## src/rtl/wave_rom_scheduler.sv

```systemverilog
// rtl/wave_rom_scheduler.sv - two-channel DDS address sequencer time-sharing one waveform ROM
// Reads alternate ch0/ch1 each RUN cycle; a tag pipeline routes returned samples to per-channel outputs.
module wave_rom_scheduler #(
  parameter int ACC_W   = 32,
  parameter int ADDR_W  = 10,
  parameter int DATA_W  = 8,
  parameter int ROM_LAT = 1
) (
  input  logic              clk,
  input  logic              rst,
  input  logic              start,
  input  logic              stop,
  output logic              busy,
  input  logic              cfg_valid,
  output logic              cfg_ready,
  input  logic              cfg_ch,
  input  logic [ACC_W-1:0]  cfg_ftw,
  input  logic [ACC_W-1:0]  cfg_poff,
  output logic [ADDR_W-1:0] rom_addr,
  input  logic [DATA_W-1:0] rom_rd_data,
  output logic [DATA_W-1:0] ch0_data,
  output logic [DATA_W-1:0] ch1_data,
  output logic              ch0_valid,
  output logic              ch1_valid
);

  typedef enum logic {S_IDLE = 1'b0, S_RUN = 1'b1} state_e;

  state_e              state_q, state_d;
  logic                slot_q, slot_d;
  logic [ACC_W-1:0]    acc_q [2];
  logic [ACC_W-1:0]    acc_d [2];
  logic [ACC_W-1:0]    ftw_q [2];
  logic [ACC_W-1:0]    ftw_d [2];
  logic [ACC_W-1:0]    poff_q [2];
  logic [ACC_W-1:0]    poff_d [2];
  logic [ACC_W-1:0]    base [2];
  logic [ACC_W-1:0]    sum;
  logic                pend_q, pend_d;
  logic                pend_ch_q, pend_ch_d;
  logic [ACC_W-1:0]    pend_ftw_q, pend_ftw_d;
  logic [ACC_W-1:0]    pend_poff_q, pend_poff_d;
  logic                applied_q, applied_d;
  logic                rdy_q, rdy_d;
  logic [ADDR_W-1:0]   addr_q, addr_d;
  logic [ROM_LAT:0]    tag_v_q, tag_v_d;
  logic [ROM_LAT:0]    tag_ch_q, tag_ch_d;
  logic [DATA_W-1:0]   ch0_data_q, ch0_data_d;
  logic [DATA_W-1:0]   ch1_data_q, ch1_data_d;
  logic                ch0_valid_q, ch0_valid_d;
  logic                ch1_valid_q, ch1_valid_d;
  logic                issue, issue_ch, apply;

  always_comb begin
    state_d = state_q;
    case (state_q)
      S_IDLE:  if (start && !stop) state_d = S_RUN;
      S_RUN:   if (stop) state_d = S_IDLE;
      default: state_d = S_IDLE;
    endcase
  end

  always_comb begin
    // A read is issued on every edge that lands in RUN, including the start edge itself.
    issue    = (state_d == S_RUN);
    issue_ch = (state_q == S_RUN) ? slot_q : 1'b0;
    slot_d   = slot_q;
    addr_d   = addr_q;
    acc_d    = acc_q;
    ftw_d    = ftw_q;
    poff_d   = poff_q;
    sum      = '0;
    for (int i = 0; i < 2; i++) begin
      base[i] = (state_q == S_RUN) ? acc_q[i] : '0;
    end
    if (issue) begin
      sum    = base[issue_ch] + poff_q[issue_ch];
      addr_d = sum[ACC_W-1 -: ADDR_W];
      for (int i = 0; i < 2; i++) begin
        acc_d[i] = (issue_ch == i[0]) ? base[i] + ftw_q[i] : base[i];
      end
      slot_d = ~issue_ch;
    end

    // Pending config lands alongside its channel's read, which still used the old values.
    apply       = pend_q && ((state_q == S_IDLE) || (issue && (issue_ch == pend_ch_q)));
    pend_d      = pend_q;
    pend_ch_d   = pend_ch_q;
    pend_ftw_d  = pend_ftw_q;
    pend_poff_d = pend_poff_q;
    rdy_d       = rdy_q;
    applied_d   = apply && (state_q == S_RUN);
    if (apply) begin
      ftw_d[pend_ch_q]  = pend_ftw_q;
      poff_d[pend_ch_q] = pend_poff_q;
      pend_d            = 1'b0;
    end
    if (cfg_valid && rdy_q) begin
      pend_d      = 1'b1;
      pend_ch_d   = cfg_ch;
      pend_ftw_d  = cfg_ftw;
      pend_poff_d = cfg_poff;
      rdy_d       = 1'b0;
    end
    if ((apply && (state_q == S_IDLE)) || applied_q) rdy_d = 1'b1;

    tag_v_d     = {tag_v_q[ROM_LAT-1:0], issue};
    tag_ch_d    = {tag_ch_q[ROM_LAT-1:0], issue_ch};
    ch0_valid_d = tag_v_q[ROM_LAT] & ~tag_ch_q[ROM_LAT];
    ch1_valid_d = tag_v_q[ROM_LAT] & tag_ch_q[ROM_LAT];
    ch0_data_d  = ch0_valid_d ? rom_rd_data : ch0_data_q;
    ch1_data_d  = ch1_valid_d ? rom_rd_data : ch1_data_q;
  end

  always_ff @(posedge clk or posedge rst) begin
    if (rst) begin
      state_q     <= S_IDLE;
      slot_q      <= 1'b0;
      for (int i = 0; i < 2; i++) begin
        acc_q[i]  <= '0;
        ftw_q[i]  <= '0;
        poff_q[i] <= '0;
      end
      pend_q      <= 1'b0;
      pend_ch_q   <= 1'b0;
      pend_ftw_q  <= '0;
      pend_poff_q <= '0;
      applied_q   <= 1'b0;
      rdy_q       <= 1'b1;
      addr_q      <= '0;
      tag_v_q     <= '0;
      tag_ch_q    <= '0;
      ch0_data_q  <= '0;
      ch1_data_q  <= '0;
      ch0_valid_q <= 1'b0;
      ch1_valid_q <= 1'b0;
    end else begin
      state_q     <= state_d;
      slot_q      <= slot_d;
      acc_q       <= acc_d;
      ftw_q       <= ftw_d;
      poff_q      <= poff_d;
      pend_q      <= pend_d;
      pend_ch_q   <= pend_ch_d;
      pend_ftw_q  <= pend_ftw_d;
      pend_poff_q <= pend_poff_d;
      applied_q   <= applied_d;
      rdy_q       <= rdy_d;
      addr_q      <= addr_d;
      tag_v_q     <= tag_v_d;
      tag_ch_q    <= tag_ch_d;
      ch0_data_q  <= ch0_data_d;
      ch1_data_q  <= ch1_data_d;
      ch0_valid_q <= ch0_valid_d;
      ch1_valid_q <= ch1_valid_d;
    end
  end

  assign busy      = (state_q == S_RUN);
  assign cfg_ready = rdy_q;
  assign rom_addr  = addr_q;
  assign ch0_data  = ch0_data_q;
  assign ch1_data  = ch1_data_q;
  assign ch0_valid = ch0_valid_q;
  assign ch1_valid = ch1_valid_q;

endmodule
```

## config.mk

```make
export PLATFORM = sky130hd
export DESIGN_NAME = wave_rom_scheduler
export DESIGN_NICKNAME = d
export VERILOG_FILES = /design/src/rtl/wave_rom_scheduler.sv
export SDC_FILE = /design/constraint.sdc
export NUM_CORES = 1
export LEC_CHECK = 0
export ABC_AREA = 1
export CAP_MARGIN = 30
export CORE_UTILIZATION = 55
export CTS_CLUSTER_SIZE = 28
export DETAILED_ROUTE_END_ITERATION = 16
export GPL_TIMING_DRIVEN = 0
export PLACE_DENSITY = 0.82
export RECOVER_POWER = 100
export SETUP_SLACK_MARGIN = 0.15
export SLEW_MARGIN = 30
export SYNTH_ARGS = -nofsm -noshare
export SYNTH_HDL_FRONTEND = slang
export SYNTH_SLANG_ARGS = --single-unit
```

## constraint.sdc

```tcl
create_clock -name clk -period 9.8 [get_ports clk]
set_input_delay 2.45 -clock clk [delete_from_list [all_inputs] [get_ports clk]]
set_output_delay 2.45 -clock clk [all_outputs]
set_load 0.005 [all_outputs]
```

==> results.md, run 1 <==
* Status: finished with violations
* Failing checks: max-capacitance violations, max-slew violations
* Crit path launch type: input port
* Die X-Extent at 183 µm
* Antenna violations before repair at 2
* Syn avg cell area at 6.71 µm²
* Final Critical Period at 6640 ps
* Initial Util at 0.565
* Crit Path Max Fanout at 28
* WL/cell at 18.6 µm
* Hold crit path type: flip-flop to flip-flop
* First-pass GRT wire length at 96.0 mm
* Hold-fix buffers, CTS at 0
* Most common cell after layout, fill and taps aside: nand2_1
* Leakage at 11.2 nW
* Setup bufs post-CTS at 0
* Area of the mapped netlist at 18100 µm²
* Max VDD drop at 0.134 mV
* Required @ worst endpoint at 10160 ps
* Setup violations, final at 0
* 1st-iter DRT viols at 1912
* Endpoints failing hold at 0
* Layout cells sized above 1 at 0.0401
* HPWL Detailed at 48.3 mm
* Distinct cell type count after synthesis at 41
* TritonCTS Buffers at 31
* Worst Path Arrival at 7000 ps
* Gr usage total at 0.374
* Buffers on Ports at 107
* EDFF count, synth at 0
* Adder-cell share of the synthesized area at 0.0319
* Row count at 65
* # DRC at 0
* Pin count of the biggest net entering global routing at 32
* Clk slew on worst S/H paths at 60 ps
* Slew Limit Headroom at -0.165
* Fin. max-slew vios at 61
* Final period util at 0.677
* Post-synthesis sequential area ratio at 0.406
* Power per cell area at 137 nW/µm²
* Clk_skew at 31.7 ps
* Post-Route Setup TNS at 0 ps
* Simple-Gate Fraction of Synth Area at 0.307
* Synthesis-stage register bit count at 293
* Vias at 18.4k
* Least-Margin Pin Slew at 1750 ps
* Sequential share of power at 0.460
* Ys flop type: dfrtp_1
* Die area at 33600 µm²
* IO Count at 108
* Chip height at 183 µm
* Longest Clk Path Bufs at 3
* Antenna diodes at 0
* Highest clock rate at 0.151 GHz
* Sw Pwr at 0.792 mW
* Area growth from synthesis to layout at 14.7%
* Endpoint class of the critical path: asynchronous set/reset pin
* P_int at 2.04 mW
* Cells after Synth at 2693
* Clock share of power at 0.420
* CORE AREA at 32000 µm²
* GP Congestion at 0.965
* Clock Sinks at 293
* Max-cap violations at 3
* WS Path Type: input port to asynchronous set/reset pin
* H-Tree Depth at 1
* DR vias/cell at 5.59
* Post-synthesis compound-gate area fraction at 0.144
* Mux cell area share after synthesis at 0.00173
* YS warnings at 0
* CTS root buf: clkbuf_16
* Unrepaired setup endpoints after global routing: false
* Syn Nets at 2817
* Post-CTS sizing at 0
* Drt first pass iters at 6
* Antenna viol nets, final at 0
* Switch share at 0.279
* Vias in the first global route at 17.3k
* Commonest non-fill, non-tap cells in the layout: 914 x nand2_1, 352 x inv_1, 292 x dfrtp_1
* Net total in the final layout at 2968
* Logic pwr share at 0.119
* XOR/XNOR Fraction of Synth Area at 0.00873
* CTS tree: built
* Remaining Overflow, GRT at 0
* Post-synthesis async set-or-reset flop share at 1.00
* Post-layout util at 0.648
* Clk Latency, worst-skew pair at 600 ps
* WHS at 362 ps
* Main combinational cell family by area after synthesis: simple AND/OR/NAND/NOR gates
* Final WL at 61.5 mm
[power groups by stage]
| stage | logic, mW | registers (mW) | clock network [mW] |
|---|---|---|---|
| final | 0.338 | 1.30 | 1.19 |
| after global routing | 0.367 | 1.31 | 1.24 |
| after CTS | 0.353 | 1.30 | 1.19 |
| after detailed placement | 0.349 | 1.32 | 0 |
| after global placement | 0.331 | 1.32 | 0 |
| after floorplan | 0.174 | 1.31 | 0 |
[stage by stage]
stage	cells	area (µm²)	worst slack (ps)	total power [mW]
finish	3302	20700	3160	2.83
detailed placement	3246	19900	4700	1.67
global route	3302	20700	2560	2.91
floorplan	2693	18100	3460	1.49
global placement	3235	19700	1520	1.65
CTS	3302	20900	5150	2.85
[cells in the mapped netlist, types with 3 or more instances]
library cell,number,area (µm²)
a21boi_0,8,60.1
buf_6,6,67.6
nand2_2,9,56.3
a21o_1,3,22.5
o21ai_1,11,55.1
dfrtp_1,292,7310
buf_1,5,18.8
o21ai_0,246,1230
inv_1,351,1320
a211oi_1,4,30.0
nor3_2,4,40.0
a31oi_1,27,169
xor2_1,18,158
o21a_1,3,22.5
nand3b_1,9,67.6
nor2_2,18,113
ha_1,46,576
nor2_1,252,946
nor3_1,18,90.1
a21oi_1,182,911
nand3_2,7,70.1
o21bai_1,8,60.1
nand2_1,914,3430
clkbuf_1,77,289
nand3_1,131,656
nand4_1,8,50.1
inv_2,18,67.6
[routing by layer]
layer	global-route usage	vias to the layer above	part of all wire
met4	0.149	2	0.043
met3	0.0473	115	0.086
met1	0.553	8673	0.44
met2	0.558	849	0.43
li1	-	8810	-
met5	0	-	0.00019
[sequential cells by signal, indices dropped and copies added (netlist names)]
name and flops:
acc_q 64, ftw_q 64, poff_q 64, pend_ftw_q 32, pend_poff_q 32, rom_addr 10, ch0_data 8, ch1_data 8
tag_ch_q 2, tag_v_q 2, applied_q 1, cfg_ready 1, ch0_valid 1, ch1_valid 1, pend_ch_q 1, pend_q 1
slot_q 1
[area by class of cell]
type	instances	area [µm²]
Buffer	93	399
Fill cell	2937	11200
Inverter	370	1390
Timing Repair Buffer	118	1140
Tap cell	435	544
Sequential cell	293	7330
Multi-Input combinational cell	1937	8900
Clock inverter	15	156
Clock buffer	41	853
[critical path: stages]
cell,delay (ps)
dlygate4sd3_1,560
clkinvlp_2,490
clkbuf_1,1070
clkbuf_1,1060
clkbuf_1,1340
[kinds of logic after synthesis]
family / count (synthesis)
AO/OA/AOI/OAI: 496
XOR/XNOR: 18
adder cells (fa/ha/maj): 46
buffers and inverters: 463
flip-flops: 293
multiplexers: 3
AND/OR/NAND/NOR: 1374
[final timing paths]
check	start	endpoint	slack [ps]	cells past startpoint
max in group clk	tag_v_q[0]	rom_addr[8]	3650	16
worst min register to register	tag_ch_q[0]	tag_ch_q[1]	360	0
worst min-delay path	tag_ch_q[0]	tag_ch_q[1]	360	0
min in group asynchronous	rst	rom_addr[1]	2430	2
worst max-delay path	rst	ftw_q[39]	3160	5
worst max register to register	tag_v_q[0]	rom_addr[8]	3650	16
(Power assumes the default switching activity.)
==> run 2, diff against run 1 <==
Settings changed: PLACE_DENSITY 0.82 to 0.79.
Clock period 9.8 ns to 6.8 ns, I/O delays scaled along.
==> results.md, run 2 (synthesis gave the netlist of run 1 again) <==
* Power per cell area at 198 nW/µm² (+45%)
* Crit-path max cell delay at 760 ps (-580 ps)
* Antenna diodes at 0 (unchanged)
* Setup bufs post-CTS at 0 (unchanged)
* Sw Pwr at 1.13 mW (+43%)
* Final period util at 0.825
* Required @ worst endpoint at 7280 ps (-2880 ps)
* Antenna violations before repair at 1 (-1)
* Crit path from: tag_v_q[0]
* # DRC at 0 (unchanged)
* Failing checks: max-capacitance violations, max-slew violations
* Clk Latency, worst-skew pair at 600 ps (about the same)
* TritonCTS Buffers at 31 (unchanged)
* Busiest grt layer: met2
* First-pass GRT wire length at 94.1 mm (-2.0%)
* Post-CTS sizing at 0 (unchanged)
* Highest clock rate at 0.178 GHz
* Switch share at 0.274 (-0.00511)
* M1 GR Usage at 0.526 (-0.0266)
* Hold crit path type: flip-flop to flip-flop
* Endpoint class of the critical path: flip-flop
* H-Tree Depth at 1 (unchanged)
* Top flop regs: acc_q (64), ftw_q (64), poff_q (64)
* Layout cells sized above 1 at 0.0408 (+0.000683)
* Worst reg2reg path depth at 17 (+1)
* Clk_skew at 20.3 ps (-11.4 ps)
* GRT met2 Usage at 0.556 (-0.00228)
* Remaining Overflow, GRT at 0 (unchanged)
* Clock share of power at 0.426 (+0.006)
* Max-cap violations at 3 (unchanged)
* CORE AREA at 32000 µm² (unchanged)
* Final Critical Period at 5610 ps
* Net total in the final layout at 2968 (unchanged)
* Final WL at 60.9 mm (-1.0%)
* Clk slew on worst S/H paths at 60 ps (about the same)
* HPWL Detailed at 47.9 mm (-0.80%)
* Setup WS post-layout at 1190 ps (-1970 ps)
* Pwr Total at 4.13 mW (+46%)
* Post-place setup slack at 2230 ps (-2470 ps)
* Die area at 33600 µm² (unchanged)
* Crit path launch type: flip-flop
* WL/cell at 18.4 µm (-1.1%)
* Logic pwr share at 0.118 (about the same)
* Max VDD drop at 0.200 mV (+49%)
* Least-Margin Pin Slew at 1590 ps (-153 ps)
* IO Count at 108 (unchanged)
* Initial Util at 0.565 (unchanged)
* Capturing point of the worst reg2reg path: rom_addr[9]
* Commonest non-fill, non-tap cells in the layout: 915 x nand2_1, 352 x inv_1, 292 x dfrtp_1
* Sequential share of power at 0.456 (-0.004)
* CTS tree: built
* CTS root buf: clkbuf_16
* Unrepaired setup endpoints after global routing: false
* Area growth from synthesis to layout at 15.2%
* Setup violations, final at 0 (unchanged)
* Leakage at 11.2 nW (+0.24%)
* Slew Limit Headroom at -0.0630 (+0.102)
* Die X-Extent at 183 µm (unchanged)
* Buffers on Ports at 107 (unchanged)
* Fin. max-slew vios at 86 (+41%)
* Worst-path cell chain: clkbuf_1 -> clkbuf_1 -> buf_6 -> clkbuf_1 -> clkbuf_1 -> nand2_1 -> o21ai_0 -> ha_1 -> nand2_1 -> nor3_1 -> nand2_1 -> nor4_1 -> nand2_1 -> nand2_1 -> nand2_1 -> nand3_1 -> nand2_1
* Chip height at 183 µm (unchanged)
* Most used cell, CP: nand2_1
* Status: finished with violations
* 1st-iter DRT viols at 1778 (-7.0%)
* Endpoints failing hold at 0 (unchanged)
* End of the critical path: rom_addr[9]
* Crit Path Max Fanout at 10 (-64%)
* Gr usage total at 0.367 (-0.00764)
* WS Path Type: flip-flop to flip-flop
* Worst Path Arrival at 6090 ps (-910 ps)
* Vias at 18.4k (-0.28%)
* DR vias/cell at 5.57 (-0.31%)
* Longest Clk Path Bufs at 3 (unchanged)
* GP Congestion at 0.987 (+2.3%)
* Clock Sinks at 293 (unchanged)
* Antenna viol nets, final at 0 (unchanged)
* Worst R2R Start: tag_v_q[0]
* GR Util met3 at 0.0604 (+0.0131)
* P_int at 2.99 mW (+47%)
* Most common cell after layout, fill and taps aside: nand2_1
* Drt first pass iters at 5 (-1)
* Slowest CP cell: o21ai_0
* Vias in the first global route at 17.2k (-0.67%)
* Pin count of the biggest net entering global routing at 32 (unchanged)
* Setup slack, reg-to-reg at 1190 ps (-2460 ps)
* Hold-fix buffers, CTS at 0 (unchanged)
* Row count at 65 (unchanged)
==> run 2: how the worst min path moves through the flow <==
stage | startpoint | end | slack [ps] | cells past startpoint
floorplan | tag_ch_q[0] | tag_ch_q[1] | 330 | 0
global placement | tag_ch_q[0] | tag_ch_q[1] | 330 | 0
detailed placement | tag_ch_q[0] | tag_ch_q[1] | 340 | 0
CTS | tag_ch_q[0] | tag_ch_q[1] | 350 | 0
global route | tag_ch_q[0] | tag_ch_q[1] | 360 | 0
finish | tag_ch_q[0] | tag_ch_q[1] | 350 | 0
==> run 2: final cells by class <==
cell class                 count  area, µm²
multi-input combinational   1937       8900
timing repair buffer         118       1190
clock buffer                  42        867
buffer                        93        407
sequential                   293       7330
tap                          435        544
inverter                     370       1390
fill                        2893      11100
clock inverter                15        180
==> run 2: power groups by stage <==
stage	clock [mW]	combinational (mW)	sequential [mW]
4_1_cts	1.76	0.507	1.88
3_3_place_gp	0	0.475	1.91
3_5_place_dp	0	0.502	1.91
2_1_floorplan	0	0.251	1.89
5_1_grt	1.83	0.529	1.89
6_report	1.76	0.488	1.88
==> run 2: critical path: cells and delay by family, from the launching register on <==
kind,cells,cell delay (ps)
compound gates,1,760
buf+inv,5,2560
flops,1,420
fa+ha+maj,1,290
simple gates,10,1450
==> run 2: per-stage QoR <==
step	hold slack [ps]	instance area, µm²	TNS, ps	std cells	utilization
finish	345	20800	0	3303	0.651
global route	362	20800	0	3303	0.651
CTS	349	21000	0	3303	0.656
detailed placement	336	19900	0	3246	0.623
global placement	333	19700	-201770	3235	0.616
floorplan	331	18100	0	2693	-
==> run 2: per-layer routing <==
metal | vias to the layer above | share of wire
met5 | - | 0
met4 | 0 | 0.040
met3 | 113 | 0.092
met2 | 821 | 0.43
met1 | 8671 | 0.44
li1 | 8793 | -
==> run 3, diff against run 2 <==
Clock period 6.8 ns to 5.25 ns, I/O delays scaled along.
==> results.md, run 3 (synthesis gave the netlist of run 1 again) <==
* Worst-path cell chain: buf_6 -> buf_12 -> buf_6 -> clkbuf_1 -> clkbuf_1 -> nand2_1 -> o21ai_0 -> ha_1 -> nand2_1 -> nor3_1 -> nand2_1 -> o311ai_0 -> nor2_1 -> nand2_1 -> nand2_1 -> nand3_1 -> nand2_1
* Area of the multi-input gates at 8900 µm² (unchanged)
* Setup slack, reg-to-reg at 540 ps (-650 ps)
* Final WL at 60.9 mm (about the same)
* Final Critical Period at 4710 ps (-903 ps)
* Failing checks: max-capacitance violations, max-slew violations
* IO Count at 108 (unchanged)
* GP Congestion at 0.987 (unchanged)
* Pwr Total at 5.35 mW (+30%)
* Vias at 18.5k (+0.41%)
* Antenna diodes at 0 (unchanged)
* Logic pwr share at 0.118 (about the same)
* Hold-fix buffers, CTS at 0 (unchanged)
* Status: finished with violations
* Clk Latency, worst-skew pair at 600 ps (about the same)
* Vias in the first global route at 17.2k (unchanged)
* Endpoint class of the critical path: flip-flop
* Switch share at 0.275 (+0.000530)
* Top flop regs: acc_q (64), ftw_q (64), poff_q (64)
* Longest Clk Path Bufs at 3 (unchanged)
* Clock share of power at 0.426 (about the same)
* Layout cells sized above 1 at 0.0415 (+0.000697)
* Gr usage total at 0.367 (unchanged)
* Most common cell after layout, fill and taps aside: nand2_1
* Fin. max-slew vios at 86 (unchanged)
* Crit Path Max Fanout at 10 (unchanged)
* DR vias/cell at 5.59 (+0.41%)
* Commonest non-fill, non-tap cells in the layout: 915 x nand2_1, 352 x inv_1, 292 x dfrtp_1
* Chip height at 183 µm (unchanged)
* Initial Util at 0.565 (unchanged)
* Required @ worst endpoint at 5730 ps (-1550 ps)
* Crit path launch type: flip-flop
* Hold crit path type: flip-flop to flip-flop
* 1st-iter DRT viols at 1827 (+2.8%)
* P_int at 3.88 mW (+30%)
* Clk slew on worst S/H paths at 60 ps (about the same)
* Worst Path Buf+Inv at 5 (unchanged)
* Worst Path Arrival at 5190 ps (-900 ps)
* CTS tree: built
* Remaining Overflow, GRT at 0 (unchanged)
* Leakage at 11.2 nW (+0.11%)
* Crit-path max cell delay at 750 ps (about the same)
* Final period util at 0.896 (+0.0715)
* Number of filler cells placed in the layout at 2888 (-0.17%)
* Max VDD drop at 0.260 mV (+30%)
* Die area at 33600 µm² (unchanged)
* Area growth from synthesis to layout at 15.4%
* Clk_skew at 24.5 ps (+4.22 ps)
* CORE AREA at 32000 µm² (unchanged)
* Max-cap violations at 3 (unchanged)
* H-Tree Depth at 1 (unchanged)
* Slew Limit Headroom at -0.0716 (-0.00858)
* HPWL Detailed at 47.9 mm (unchanged)
* Unrepaired setup endpoints after global routing: false
* Placed Area at 19900 µm² (unchanged)
* Antenna violations before repair at 1 (unchanged)
* Sw Pwr at 1.47 mW (+30%)
* Setup bufs post-CTS at 0 (unchanged)
* First-pass GRT wire length at 94.1 mm (unchanged)
* Net total in the final layout at 2968 (unchanged)
* Least-Margin Pin Slew at 1610 ps (+12.9 ps)
* CTS root buf: clkbuf_16
* Slowest CP cell: o21ai_0
* Post-layout instance area at 20800 µm² (+0.11%)
* Endpoints failing hold at 0 (unchanged)
* Power per cell area at 257 nW/µm² (+30%)
* Pin count of the biggest net entering global routing at 32 (unchanged)
* WS Path Type: flip-flop to flip-flop
* Top cell family by delay on the critical path: buffers and inverters
* Buffers on Ports at 107 (unchanged)
* Antenna viol nets, final at 0 (unchanged)
* Clock Sinks at 293 (unchanged)
* Row count at 65 (unchanged)
* Drt first pass iters at 6 (+1)
* TritonCTS Buffers at 31 (unchanged)
* # DRC at 0 (unchanged)
* Die X-Extent at 183 µm (unchanged)
* Setup violations, final at 0 (unchanged)
* WL/cell at 18.4 µm (about the same)
* Seq. cell area at 7330 µm² (unchanged)
* Most used cell, CP: nand2_1
* Sequential share of power at 0.455 (about the same)
* Post-CTS sizing at 0 (unchanged)
* Highest clock rate at 0.213 GHz (+19%)
[run 3: cell types whose count changed in the layout (fill, tap and decap cells not counted), sizes merged]
cell / previous run / this run
buf: 16 / 18
clkbuf: 130 / 128
[run 3: power by group through the flow]
stage | Sequential (mW) | Combinational [mW] | Clock [mW]
after floorplan | 2.45 | 0.325 | 0
after global placement | 2.47 | 0.616 | 0
after detailed placement | 2.47 | 0.650 | 0
after CTS | 2.43 | 0.657 | 2.28
after global routing | 2.45 | 0.689 | 2.37
final | 2.44 | 0.634 | 2.28
[run 3: worst register-to-register path: stages (launching register included)]
cell,delay (ps)
dfrtp_1,430
buf_6,190
buf_12,170
buf_6,190
clkbuf_1,510
clkbuf_1,610
nand2_1,350
o21ai_0,760
ha_1,290
nand2_1,100
nor3_1,280
nand2_1,90
o311ai_0,160
nor2_1,150
nand2_1,100
nand2_1,50
nand3_1,110
nand2_1,70
[run 3: per-layer routing]
layer  GRT usage  wire [µm]
met3      0.0604       5480
met2       0.556      26000
met4       0.140       2520
met1       0.526      26900
met5           0          0
[run 3: final cells by class]
type,count,area share
inverters,370,0.0667
multi-input cells,1937,0.427
clock buffers,42,0.0416
well taps,435,0.0261
flip-flops and latches,293,0.352
plain buffers,93,0.0207
clock inverters,15,0.00865
repair buffers,118,0.0572
[run 3: worst paths after layout]
kind / cells past startpoint / endpoint / start
min in group asynchronous: 2 / ch0_data[0] / rst
max reg2reg: 17 / rom_addr[9] / tag_v_q[0]
min: 0 / tag_ch_q[1] / tag_ch_q[0]
min reg2reg: 0 / tag_ch_q[1] / tag_ch_q[0]
max: 17 / rom_addr[9] / tag_v_q[0]
max in group asynchronous: 6 / acc_q[49] / rst
[run 3: metrics by stage]
stage | TNS (ps) | std cells | setup WS, ps | utilization | hold WS, ps
floorplan | 0 | 2693 | 49.2 | - | 331
finish | 0 | 3303 | 545 | 0.652 | 347
CTS | 0 | 3303 | 699 | 0.656 | 349
detailed placement | 0 | 3246 | 684 | 0.623 | 336
global route | 0 | 3303 | 298 | 0.652 | 362
global placement | -541670 | 3235 | -1900 | 0.616 | 333
